--- config.mk ---
export PLATFORM = sky130hd
export DESIGN_NAME = risc_core_p
export DESIGN_NICKNAME = d
export VERILOG_FILES = /design/src/rtl/risc_p_pkg.sv /design/src/rtl/risc_regfile.sv /design/src/rtl/risc_core_p.sv
export SDC_FILE = /design/constraint.sdc
export NUM_CORES = 1
export LEC_CHECK = 0
export ABC_AREA = 1
export ABC_CLOCK_PERIOD_IN_PS = 2950
export CORE_MARGIN = 3
export CORE_UTILIZATION = 30
export DETAILED_ROUTE_END_ITERATION = 8
export GPL_ROUTABILITY_DRIVEN = 0
export HOLD_SLACK_MARGIN = 0.08
export MAX_ROUTING_LAYER = met4
export PLACE_DENSITY = 0.51
export SYNTH_ARGS = -nofsm -noshare
export SYNTH_HDL_FRONTEND = slang
export SYNTH_HIERARCHICAL = 1
export SYNTH_SLANG_ARGS = --single-unit
--- constraint.sdc ---
create_clock -name clk -period 2.95 [get_ports clk]
set_input_delay 0.59 -clock clk [delete_from_list [all_inputs] [get_ports clk]]
set_output_delay 0.59 -clock clk [all_outputs]
set_load 0.02 [all_outputs]
--- src/rtl/risc_p_pkg.sv ---
// Shared definitions for the risc_core_p multi-cycle core: opcodes, FSM state
// encoding and instruction field positions.
package risc_p_pkg;

  typedef enum logic [2:0] {
    S_FETCH  = 3'd0,
    S_DECODE = 3'd1,
    S_EXEC   = 3'd2,
    S_MEM    = 3'd3,
    S_HALT   = 3'd4
  } state_e;

  typedef enum logic [3:0] {
    OP_NOP = 4'h0, OP_ADD = 4'h1, OP_SUB = 4'h2, OP_AND = 4'h3,
    OP_OR  = 4'h4, OP_XOR = 4'h5, OP_SHL = 4'h6, OP_SHR = 4'h7,
    OP_LDI = 4'h8, OP_LD  = 4'h9, OP_ST  = 4'hA, OP_JMP = 4'hB,
    OP_JZ  = 4'hC, OP_JN  = 4'hD, OP_JC  = 4'hE, OP_HLT = 4'hF
  } opcode_e;

  localparam int OP_MSB  = 15;
  localparam int OP_LSB  = 12;
  localparam int W_MSB   = 11;
  localparam int W_LSB   = 9;
  localparam int R_MSB   = 8;
  localparam int R_LSB   = 6;
  localparam int S_MSB   = 5;
  localparam int S_LSB   = 3;
  localparam int IMM_MSB = 8;
  localparam int IMM_LSB = 0;

endpackage

--- src/rtl/risc_regfile.sv ---
// Eight-entry register file: two asynchronous read ports, one synchronous
// write port, cleared by the core reset.
module risc_regfile #(
    parameter int DW = 16
) (
    input  logic          clk,
    input  logic          reset,
    input  logic [2:0]    ra_addr,
    output logic [DW-1:0] ra_data,
    input  logic [2:0]    rb_addr,
    output logic [DW-1:0] rb_data,
    input  logic          we,
    input  logic [2:0]    w_addr,
    input  logic [DW-1:0] w_data
);

    logic [DW-1:0] regs [8];

    // NOTE: the array is reset only because the core must start with r0..r7 = 0;
    // a large RAM-style store would normally be left unreset.
    always_ff @(posedge clk or negedge reset) begin
        if (!reset) begin
            for (int i = 0; i < 8; i++) regs[i] <= '0;
        end else if (we) begin
            regs[w_addr] <= w_data;
        end
    end

    assign ra_data = regs[ra_addr];
    assign rb_data = regs[rb_addr];

endmodule

--- src/rtl/risc_core_p.sv ---
// Multi-cycle 16-bit-ISA core: FETCH/DECODE/EXEC/MEM/HALT controller, ALU and
// N/Z/C flags, with a single handshaked memory port.
module risc_core_p
    import risc_p_pkg::*;
#(
    parameter int            DW     = 16,
    parameter logic [DW-1:0] RST_PC = '0
) (
    input  logic          clk,
    input  logic          reset,
    input  logic [DW-1:0] D_in,
    input  logic          mem_rdy,
    output logic          mr_en,
    output logic          mw_en,
    output logic [DW-1:0] Address,
    output logic [DW-1:0] D_out,
    output logic [7:0]    status,
    output logic          halt
);

    state_e        state, state_nxt;
    logic [DW-1:0] pc;
    logic [15:0]   ir;
    logic          flag_n, flag_z, flag_c;

    opcode_e       op;
    logic [2:0]    w_sel, r_sel, s_sel;
    logic [8:0]    imm9;
    logic [DW-1:0] imm_ext, r_val, s_val;

    logic [DW-1:0] alu_res;
    logic          alu_c, alu_wr, flags_wr;
    logic          reg_we;
    logic [DW-1:0] reg_wdata;

    assign op      = opcode_e'(ir[OP_MSB:OP_LSB]);
    assign w_sel   = ir[W_MSB:W_LSB];
    assign r_sel   = ir[R_MSB:R_LSB];
    assign s_sel   = ir[S_MSB:S_LSB];
    assign imm9    = ir[IMM_MSB:IMM_LSB];
    assign imm_ext = {{(DW-9){imm9[8]}}, imm9};

    risc_regfile #(.DW(DW)) u_regfile (
        .clk     (clk),
        .reset   (reset),
        .ra_addr (r_sel),
        .ra_data (r_val),
        .rb_addr (s_sel),
        .rb_data (s_val),
        .we      (reg_we),
        .w_addr  (w_sel),
        .w_data  (reg_wdata)
    );

    // NOTE: every comb output gets a default first so no path infers a latch.
    always_comb begin
        alu_res  = '0;
        alu_c    = flag_c;
        alu_wr   = 1'b0;
        flags_wr = 1'b0;
        case (op)
            OP_ADD: begin {alu_c, alu_res} = {1'b0, r_val} + {1'b0, s_val}; alu_wr = 1'b1; flags_wr = 1'b1; end
            OP_SUB: begin alu_res = r_val - s_val; alu_c = (r_val < s_val); alu_wr = 1'b1; flags_wr = 1'b1; end
            OP_AND: begin alu_res = r_val & s_val; alu_c = 1'b0; alu_wr = 1'b1; flags_wr = 1'b1; end
            OP_OR:  begin alu_res = r_val | s_val; alu_c = 1'b0; alu_wr = 1'b1; flags_wr = 1'b1; end
            OP_XOR: begin alu_res = r_val ^ s_val; alu_c = 1'b0; alu_wr = 1'b1; flags_wr = 1'b1; end
            OP_SHL: begin alu_res = {r_val[DW-2:0], 1'b0}; alu_c = r_val[DW-1]; alu_wr = 1'b1; flags_wr = 1'b1; end
            OP_SHR: begin alu_res = {1'b0, r_val[DW-1:1]}; alu_c = r_val[0]; alu_wr = 1'b1; flags_wr = 1'b1; end
            OP_LDI: begin alu_res = imm_ext; alu_wr = 1'b1; end
            default: ;
        endcase
    end

    // Loads write the register file straight from the bus in MEM.
    assign reg_we    = ((state == S_EXEC) && alu_wr) ||
                       ((state == S_MEM) && (op == OP_LD) && mem_rdy);
    assign reg_wdata = (state == S_MEM) ? D_in : alu_res;

    // NOTE: sequential state uses non-blocking assignments so every register
    // samples pre-edge values regardless of statement order.
    always_ff @(posedge clk or negedge reset) begin
        if (!reset) state <= S_FETCH;
        else        state <= state_nxt;
    end

    always_comb begin
        state_nxt = state;
        case (state)
            S_FETCH:  if (mem_rdy) state_nxt = S_DECODE;
            S_DECODE: begin
                case (op)
                    OP_LD, OP_ST: state_nxt = S_MEM;
                    OP_HLT:       state_nxt = S_HALT;
                    default:      state_nxt = S_EXEC;
                endcase
            end
            S_EXEC:   state_nxt = S_FETCH;
            S_MEM:    if (mem_rdy) state_nxt = S_FETCH;
            S_HALT:   state_nxt = S_HALT;
            default:  state_nxt = S_FETCH;
        endcase
    end

    // Bus outputs depend only on registered state, so they hold through waits.
    always_comb begin
        mr_en   = 1'b0;
        mw_en   = 1'b0;
        Address = pc;
        D_out   = '0;
        halt    = 1'b0;
        case (state)
            S_FETCH: mr_en = 1'b1;
            S_MEM: begin
                Address = r_val;
                if (op == OP_ST) begin
                    mw_en = 1'b1;
                    D_out = s_val;
                end else begin
                    mr_en = 1'b1;
                end
            end
            S_HALT:  halt = 1'b1;
            default: ;
        endcase
    end

    always_ff @(posedge clk or negedge reset) begin
        if (!reset) begin
            pc     <= RST_PC;
            ir     <= '0;
            flag_n <= 1'b0;
            flag_z <= 1'b0;
            flag_c <= 1'b0;
        end else begin
            case (state)
                S_FETCH: begin
                    if (mem_rdy) begin
                        ir <= D_in[15:0];
                        pc <= pc + DW'(1);
                    end
                end
                S_EXEC: begin
                    if (flags_wr) begin
                        flag_n <= alu_res[DW-1];
                        flag_z <= (alu_res == '0);
                        flag_c <= alu_c;
                    end
                    case (op)
                        OP_JMP: pc <= r_val;
                        OP_JZ:  if (flag_z) pc <= pc + imm_ext;
                        OP_JN:  if (flag_n) pc <= pc + imm_ext;
                        OP_JC:  if (flag_c) pc <= pc + imm_ext;
                        default: ;
                    endcase
                end
                default: ;
            endcase
        end
    end

    assign status = {1'b0, flag_n, flag_z, flag_c, 1'b0, state};

endmodule

==> impl_metrics.json, run 1 <==
{
  "core_um2": 45600,
  "cts_buffers": 17,
  "drt-met1-wl_um": 25600,
  "h-tree-depth": 4,
  "wl_met3_um": 3480,
  "wire_per_inst_um": 18.2,
  "grt_max_degree": 60,
  "ys_async_sr_fraction_pct": 100,
  "wl_met2_um": 26100,
  "row_count": 78,
  "arrival_ps": 3750,
  "drv_cap": 0,
  "setup_viol": 96,
  "report.final.slew_viol_count": 0,
  "violations": "setup timing",
  "synth_top_area_share_pct": 29.8,
  "rrSetupSlack_ps": -410,
  "num_vias": 15900,
  "max_stage_delay_ps": 470,
  "fin_worst_skew_ps": 10.6,
  "synth_area_um2": 13900,
  "grt_use_total_pct": 23.7,
  "grt_pass1_wl_um": 88600,
  "antenna_left": 0,
  "drt_wl_total_um": 57600,
  "initial_core_util_pct": 30.6,
  "dp.final_hpwl_um": 42400,
  "worst_path_max_delay_cell": "dfrtp_2",
  "place_ws_ps": -820,
  "worstReg2RegEnd": "u_regfile/regs[60]$_DFFE_PN0P_",
  "holdPathStages": 2,
  "clockBufferDepth": 2,
  "fin_crit_sh_pct": 114,
  "hold_viol_final": 0,
  "insertion_delay_ps": 470,
  "cp_max_fo": 16,
  "drcViolationCount": 0,
  "routed.top_layer": "met4",
  "antenna_found_initial": 0,
  "fmax_mhz": 298,
  "setup_tns_ps": -17550,
  "final_cell_mix": "nand2_1 (797), buf_4 (265), inv_1 (261)",
  "regArea_um2": 4160,
  "vias_per_cell": 5.02,
  "synth_edf_count": 0,
  "cts_tree": "done",
  "min_to": "u_regfile/regs[28]$_DFFE_PN0P_",
  "portBuffers": 59,
  "postLayoutCoreUtil_pct": 41.5,
  "ys_ff_latch": 166,
  "outcome": "complete, but fails checks",
  "ys.flop_type": "dfrtp_1",
  "tightest_slew_ps": 521,
  "hold_path_class": "flip-flop to flip-flop",
  "die_w_um": 221,
  "yosys.cell_types.count": 48,
  "worstPathCellList": "buf_6 -> clkbuf_16 -> nand2_1 -> nand3_1 -> nand2_1 -> nand2_1 -> nand2_2 -> inv_2 -> ha_4 -> buf_6 -> inv_2 -> a21oi_4 -> buf_6 -> buf_4 -> o21ai_1 -> nand2_1 -> nand3_1 -> nand2_1 -> inv_1 -> nor2_1 -> nor2_2 -> o21ai_2 -> inv_4 -> o21ai_1",
  "die_h_um": 221,
  "design.die.area_um2": 49000,
  "hp-start": "u_regfile/regs[28]$_DFFE_PN0P_",
  "seq_area_frac_synth_pct": 29.8,
  "clk_pin_slew_ps": 70,
  "boundaryPins": 62,
  "nNetsFinal": 2644,
  "rsz0062_at_grt": "yes",
  "overflow": 0,
  "multi_input_area_um2": 8780,
  "synthCells": 2271,
  "num-fill-cells": 4784,
  "r2r_start": "ir[6]$_DFFE_PN0P_",
  "n_antenna_cell": 0,
  "avgSynthCellArea_um2": 6.13,
  "drt_iter0_drc": 1439,
  "required_ps": 3350,
  "synth_area_leaders": "dfrtp_1 (30%), nand2_1 (23%), o21ai_0 (8.2%)",
  "clockRootBuffer": "clkbuf_16",
  "dr.pass1.iters": 6,
  "startpoint_type": "flip-flop",
  "slew_headroom_pct": 64.9,
  "drive_above_1_share_pct": 22.6,
  "cpMostUsedCell": "nand2_1",
  "crit_type": "flip-flop to flip-flop",
  "reg2reg_depth": 24,
  "yosysTopAreaCell": "dfrtp_1",
  "cp-end-kind": "flip-flop",
  "syn_to_final_growth_pct": 35.9,
  "final_common_cell": "nand2_1",
  "finalHoldWorstSlack_ps": 486,
  "yosys_warnings": 6,
  "timing.final.ws_setup_ps": -405,
  "clock_sinks": 166,
  "grt_pass1_vias": 15400,
  "period_needed_ps": 3360
}
worst max-delay path by stage:
stage                                 start                         endpoint  slack [ps]  depth (start not counted)
after global routing      ir[6]$_DFFE_PN0P_   u_regfile/regs[30]$_DFFE_PN0P_        -560                         25
after floorplan           ir[6]$_DFFE_PN0P_  u_regfile/regs[110]$_DFFE_PN0P_          10                         22
after global placement    ir[6]$_DFFE_PN0P_   u_regfile/regs[60]$_DFFE_PN0P_        -750                         23
final                     ir[6]$_DFFE_PN0P_   u_regfile/regs[60]$_DFFE_PN0P_        -410                         24
after detailed placement  ir[3]$_DFFE_PN0P_  u_regfile/regs[124]$_DFFE_PN0P_        -820                         26
after CTS                 ir[3]$_DFFE_PN0P_   u_regfile/regs[46]$_DFFE_PN0P_        -320                         24
critical path, delay by kind of cell (launching register included):
kind | cells | cell delay (ps)
AOI/OAI and AO/OA | 4 | 670
and+or+nand+nor | 10 | 850
adders and majority gates | 1 | 290
buffers and inverters | 9 | 990
DFF | 1 | 470
per-layer routing:
layer	global-route usage, %	vias to the layer above
li1	-	7705
met1	31.0	7456
met2	37.0	602
met3	3.09	145
met4	10.4	0
met5	-	-
sequential cells by signal (all words and copies together) (netlist names):
register and flops:
u_regfile/regs 128, ir 16, pc 16, state 3, flag_c 1, flag_n 1, flag_z 1
logic make-up after synthesis:
family,share of synthesized area [%]
AOI/OAI and AO/OA,13.4
DFF,29.8
xor gates and xnor gates,1.13
adders and majority gates,6.63
other,0.0269
buffers and inverters,12.4
and+or+nand+nor,36.1
muxes,0.404
metrics by stage:
step           instances  area [um2]
3_3_place_gp        3109       17200
5_1_grt             3166       18900
3_5_place_dp        3109       17200
4_1_cts             3156       18500
6_report            3166       18900
2_1_floorplan       2272       13900
what timing repair did:
action,4_1_cts,5_1_grt
buffers inserted,9,6
cloned,5,4
setup endpoints to repair,148,156
resized for setup,277,141
pin swaps,29,23
hold buffers,1,0
endpoints found under the hold margin,35,0
synthesized netlist by cell type (7+ instances only):
library cell  count
a21oi_1          72
nor2_2            7
nor2_1          134
dfrtp_1         166
nand4_1           8
buf_4            10
buf_2            55
xor2_1           14
clkbuf_1         31
o22ai_1          15
o21ai_0         228
inv_1           304
nand2_1         855
nand3_1         201
inv_2             7
ha_1             69
nor3_1           14
final cells by class:
cell class                      instances  share of cell area [%]
Clock inverter                         11                   0.608
Timing Repair Buffer                  369                    18.2
Sequential cell                       166                    22.0
Inverter                              315                    6.48
Tap cell                              600                    3.96
Clock buffer                           21                    2.43
Multi-Input combinational cell       1684                    46.4
Power of run 1 is left out: the tool's default activity adds up to more than one toggle a clock period on the data nets, which glitch-free logic cannot reach.
==> run 2: changes to the inputs <==
--- a/config.mk
+++ b/config.mk
@@ -5,15 +5,14 @@
 export SDC_FILE = /design/constraint.sdc
 export NUM_CORES = 1
 export LEC_CHECK = 0
-export ABC_AREA = 1
 export ABC_CLOCK_PERIOD_IN_PS = 2950
 export CORE_MARGIN = 3
-export CORE_UTILIZATION = 30
+export CORE_UTILIZATION = 42
 export DETAILED_ROUTE_END_ITERATION = 8
 export GPL_ROUTABILITY_DRIVEN = 0
 export HOLD_SLACK_MARGIN = 0.08
 export MAX_ROUTING_LAYER = met4
-export PLACE_DENSITY = 0.51
+export PLACE_DENSITY = 0.65
 export SYNTH_ARGS = -nofsm -noshare
 export SYNTH_HDL_FRONTEND = slang
 export SYNTH_HIERARCHICAL = 1
==> impl_metrics.json, run 2 <==
{
  "initial_core_util_pct": 43.0,
  "synth_area_um2": 13300,
  "synth_compound_area_share_pct": 13.4,
  "setup_tns_ps": -126820,
  "synth_top_family_by_area": "multiplexers",
  "grt_use_total_pct": 27.4,
  "dp_cells": 1871,
  "drcViolationCount": 0,
  "design.die.area_um2": 33700,
  "grt_max_degree": 63,
  "num_vias": 12000,
  "finalHoldWorstSlack_ps": 131,
  "antenna_found_initial": 0,
  "fin_crit_sh_pct": 147,
  "synth_edf_count": 0,
  "dr.pass1.iters": 6,
  "drive_above_1_share_pct": 47.6,
  "ys_top_cells_by_count": "mux2_2 (184), dfrtp_1 (166), nor2_1 (71), ha_1 (69)",
  "grt_pass1_vias": 11700,
  "drt_iter0_drc": 1358,
  "syn_to_final_growth_pct": 37.4,
  "grt_use_met3_pct": 5.56,
  "clockBufferDepth": 2,
  "setup_viol": 161,
  "rsz0062_at_grt": "yes",
  "hold_path_class": "input port to async pin",
  "cts_tree": "done",
  "synth_xor_area_share_pct": 1.19,
  "die_h_um": 184,
  "h-tree-depth": 4,
  "cp_max_fo": 8,
  "slew_headroom_pct": 52.4,
  "final_cells": 1937,
  "yosys.area_share.simple_pct": 11.9,
  "drt_wl_total_um": 45900,
  "muxShareOfSynthArea_pct": 29.7,
  "hold_viol_final": 0,
  "ys_ff_latch": 166,
  "top_register": "u_regfile/regs",
  "row_count": 64,
  "period_needed_ps": 4340,
  "ys_async_sr_fraction_pct": 100,
  "gr-usage-met2_pct": 42.0,
  "synthAdderAreaFrac_pct": 6.96,
  "avgSynthCellArea_um2": 10.6,
  "crit_type": "flip-flop to flip-flop",
  "fin_worst_skew_ps": 21.1,
  "clock_sinks": 166,
  "cts_hold_buf": 0,
  "portBuffers": 59,
  "yosys.cell_types.count": 84,
  "insertion_delay_ps": 450,
  "regArea_um2": 4160,
  "nNetsFinal": 1619,
  "vias_per_cell": 6.21,
  "multi_input_area_um2": 9430,
  "outcome": "complete, but fails checks",
  "required_ps": 3270,
  "report.final.slew_viol_count": 0,
  "yosysTopAreaCell": "dfrtp_1",
  "drv_cap": 0,
  "antenna_left": 0,
  "largest_register_ffs": 128,
  "synth_most_common_cell": "mux2_2",
  "dp.final_hpwl_um": 33200,
  "fmax_mhz": 230,
  "cts_buffers": 17,
  "cp-end-kind": "flip-flop",
  "use_met1_pct": 36.0,
  "n_antenna_cell": 0,
  "synthCells": 1248,
  "boundaryPins": 62,
  "startpoint_type": "flip-flop",
  "wire_per_inst_um": 23.7,
  "grt_busiest_layer": "met2",
  "tightest_slew_ps": 713,
  "overflow": 0,
  "core_um2": 30800,
  "ys.flop_type": "dfrtp_1",
  "final_cell_mix": "buf_4 (246), dfrtp_1 (164), mux2_2 (103)",
  "clk_pin_slew_ps": 80,
  "timing.final.ws_setup_ps": -1390,
  "final_common_cell": "buf_4",
  "top_regs": "u_regfile/regs x128, ir x16, pc x16",
  "synth_area_leaders": "dfrtp_1 (31%), mux2_2 (16%), mux4_1 (11%)",
  "yosys_warnings": 6,
  "arrival_ps": 4670,
  "violations": "setup timing",
  "clockRootBuffer": "clkbuf_16",
  "die_w_um": 184,
  "seq_area_frac_synth_pct": 31.3,
  "synth_top_area_share_pct": 31.3,
  "grt_pass1_wl_um": 69200,
  "num-fill-cells": 2440
}
run 2: cells by family after synthesis:
logic type	after synthesis
adders and majority gates	72
other	1
AOI/OAI and AO/OA	275
xor gates and xnor gates	18
DFF	166
muxes	264
buffers and inverters	156
and+or+nand+nor	296
run 2: final cells by class:
| type | instances | share of cell area, % |
|---|---|---|
| timing repair buffer | 360 | 18.0 |
| multi-input combinational | 927 | 51.8 |
| tap | 396 | 2.72 |
| clock buffer | 17 | 2.34 |
| clock inverter | 15 | 0.962 |
| sequential | 166 | 22.8 |
| inverter | 56 | 1.39 |
run 2: through the flow:
step	area [um2]	worst slack [ps]	utilization (%)
after floorplan	13600	-1080	-
after global placement	16500	-1280	53.4
after detailed placement	16500	-1400	53.4
after CTS	17600	-1260	57.1
after global routing	18200	-1480	59.1
final	18200	-1390	59.1
run 2: worst max-delay path, cell delays in order (launching register included):
cell      delay [ps]
dfrtp_2          410
buf_6            160
buf_6            100
mux4_2           470
mux2_4           300
buf_6            130
ha_4             160
inv_4             60
fa_2             230
nor2b_4           50
o2111a_1         270
o311a_1          320
o22a_1           250
a221o_1          340
a221oi_2         270
o21ai_2          100
mux2_4           320
mux2_2           280
run 2: what timing repair did:
action / CTS / global route
pin swaps: 29 / 46
resized for setup: 159 / 220
setup buffers: 16 / 25
endpoints found under the setup margin: 165 / 168
run 2: routing by layer:
metal / vias to the layer above / routed length [um] / share of wire [%]
met2: 610 / 21300 / 46
li1: 5272 / - / -
met3: 138 / 3640 / 7.9
met4: 0 / 1800 / 3.9
met5: - / 0 / 0
met1: 6004 / 19100 / 42
run 2: final timing paths:
path | start | end | slack, ps | depth (start not counted)
max in group asynchronous | reset | pc[15]$_DFFE_PN0P_ | 2110 | 2
max | ir[6]$_DFFE_PN0P_ | u_regfile/regs[46]$_DFFE_PN0P_ | -1390 | 17
min in group clk | u_regfile/regs[59]$_DFFE_PN0P_ | u_regfile/regs[59]$_DFFE_PN0P_ | 530 | 1
max reg2reg | ir[6]$_DFFE_PN0P_ | u_regfile/regs[46]$_DFFE_PN0P_ | -1390 | 17
min reg2reg | u_regfile/regs[59]$_DFFE_PN0P_ | u_regfile/regs[59]$_DFFE_PN0P_ | 530 | 1
min | reset | u_regfile/regs[58]$_DFFE_PN0P_ | 130 | 1
Power of run 2 is left out for the same reason.
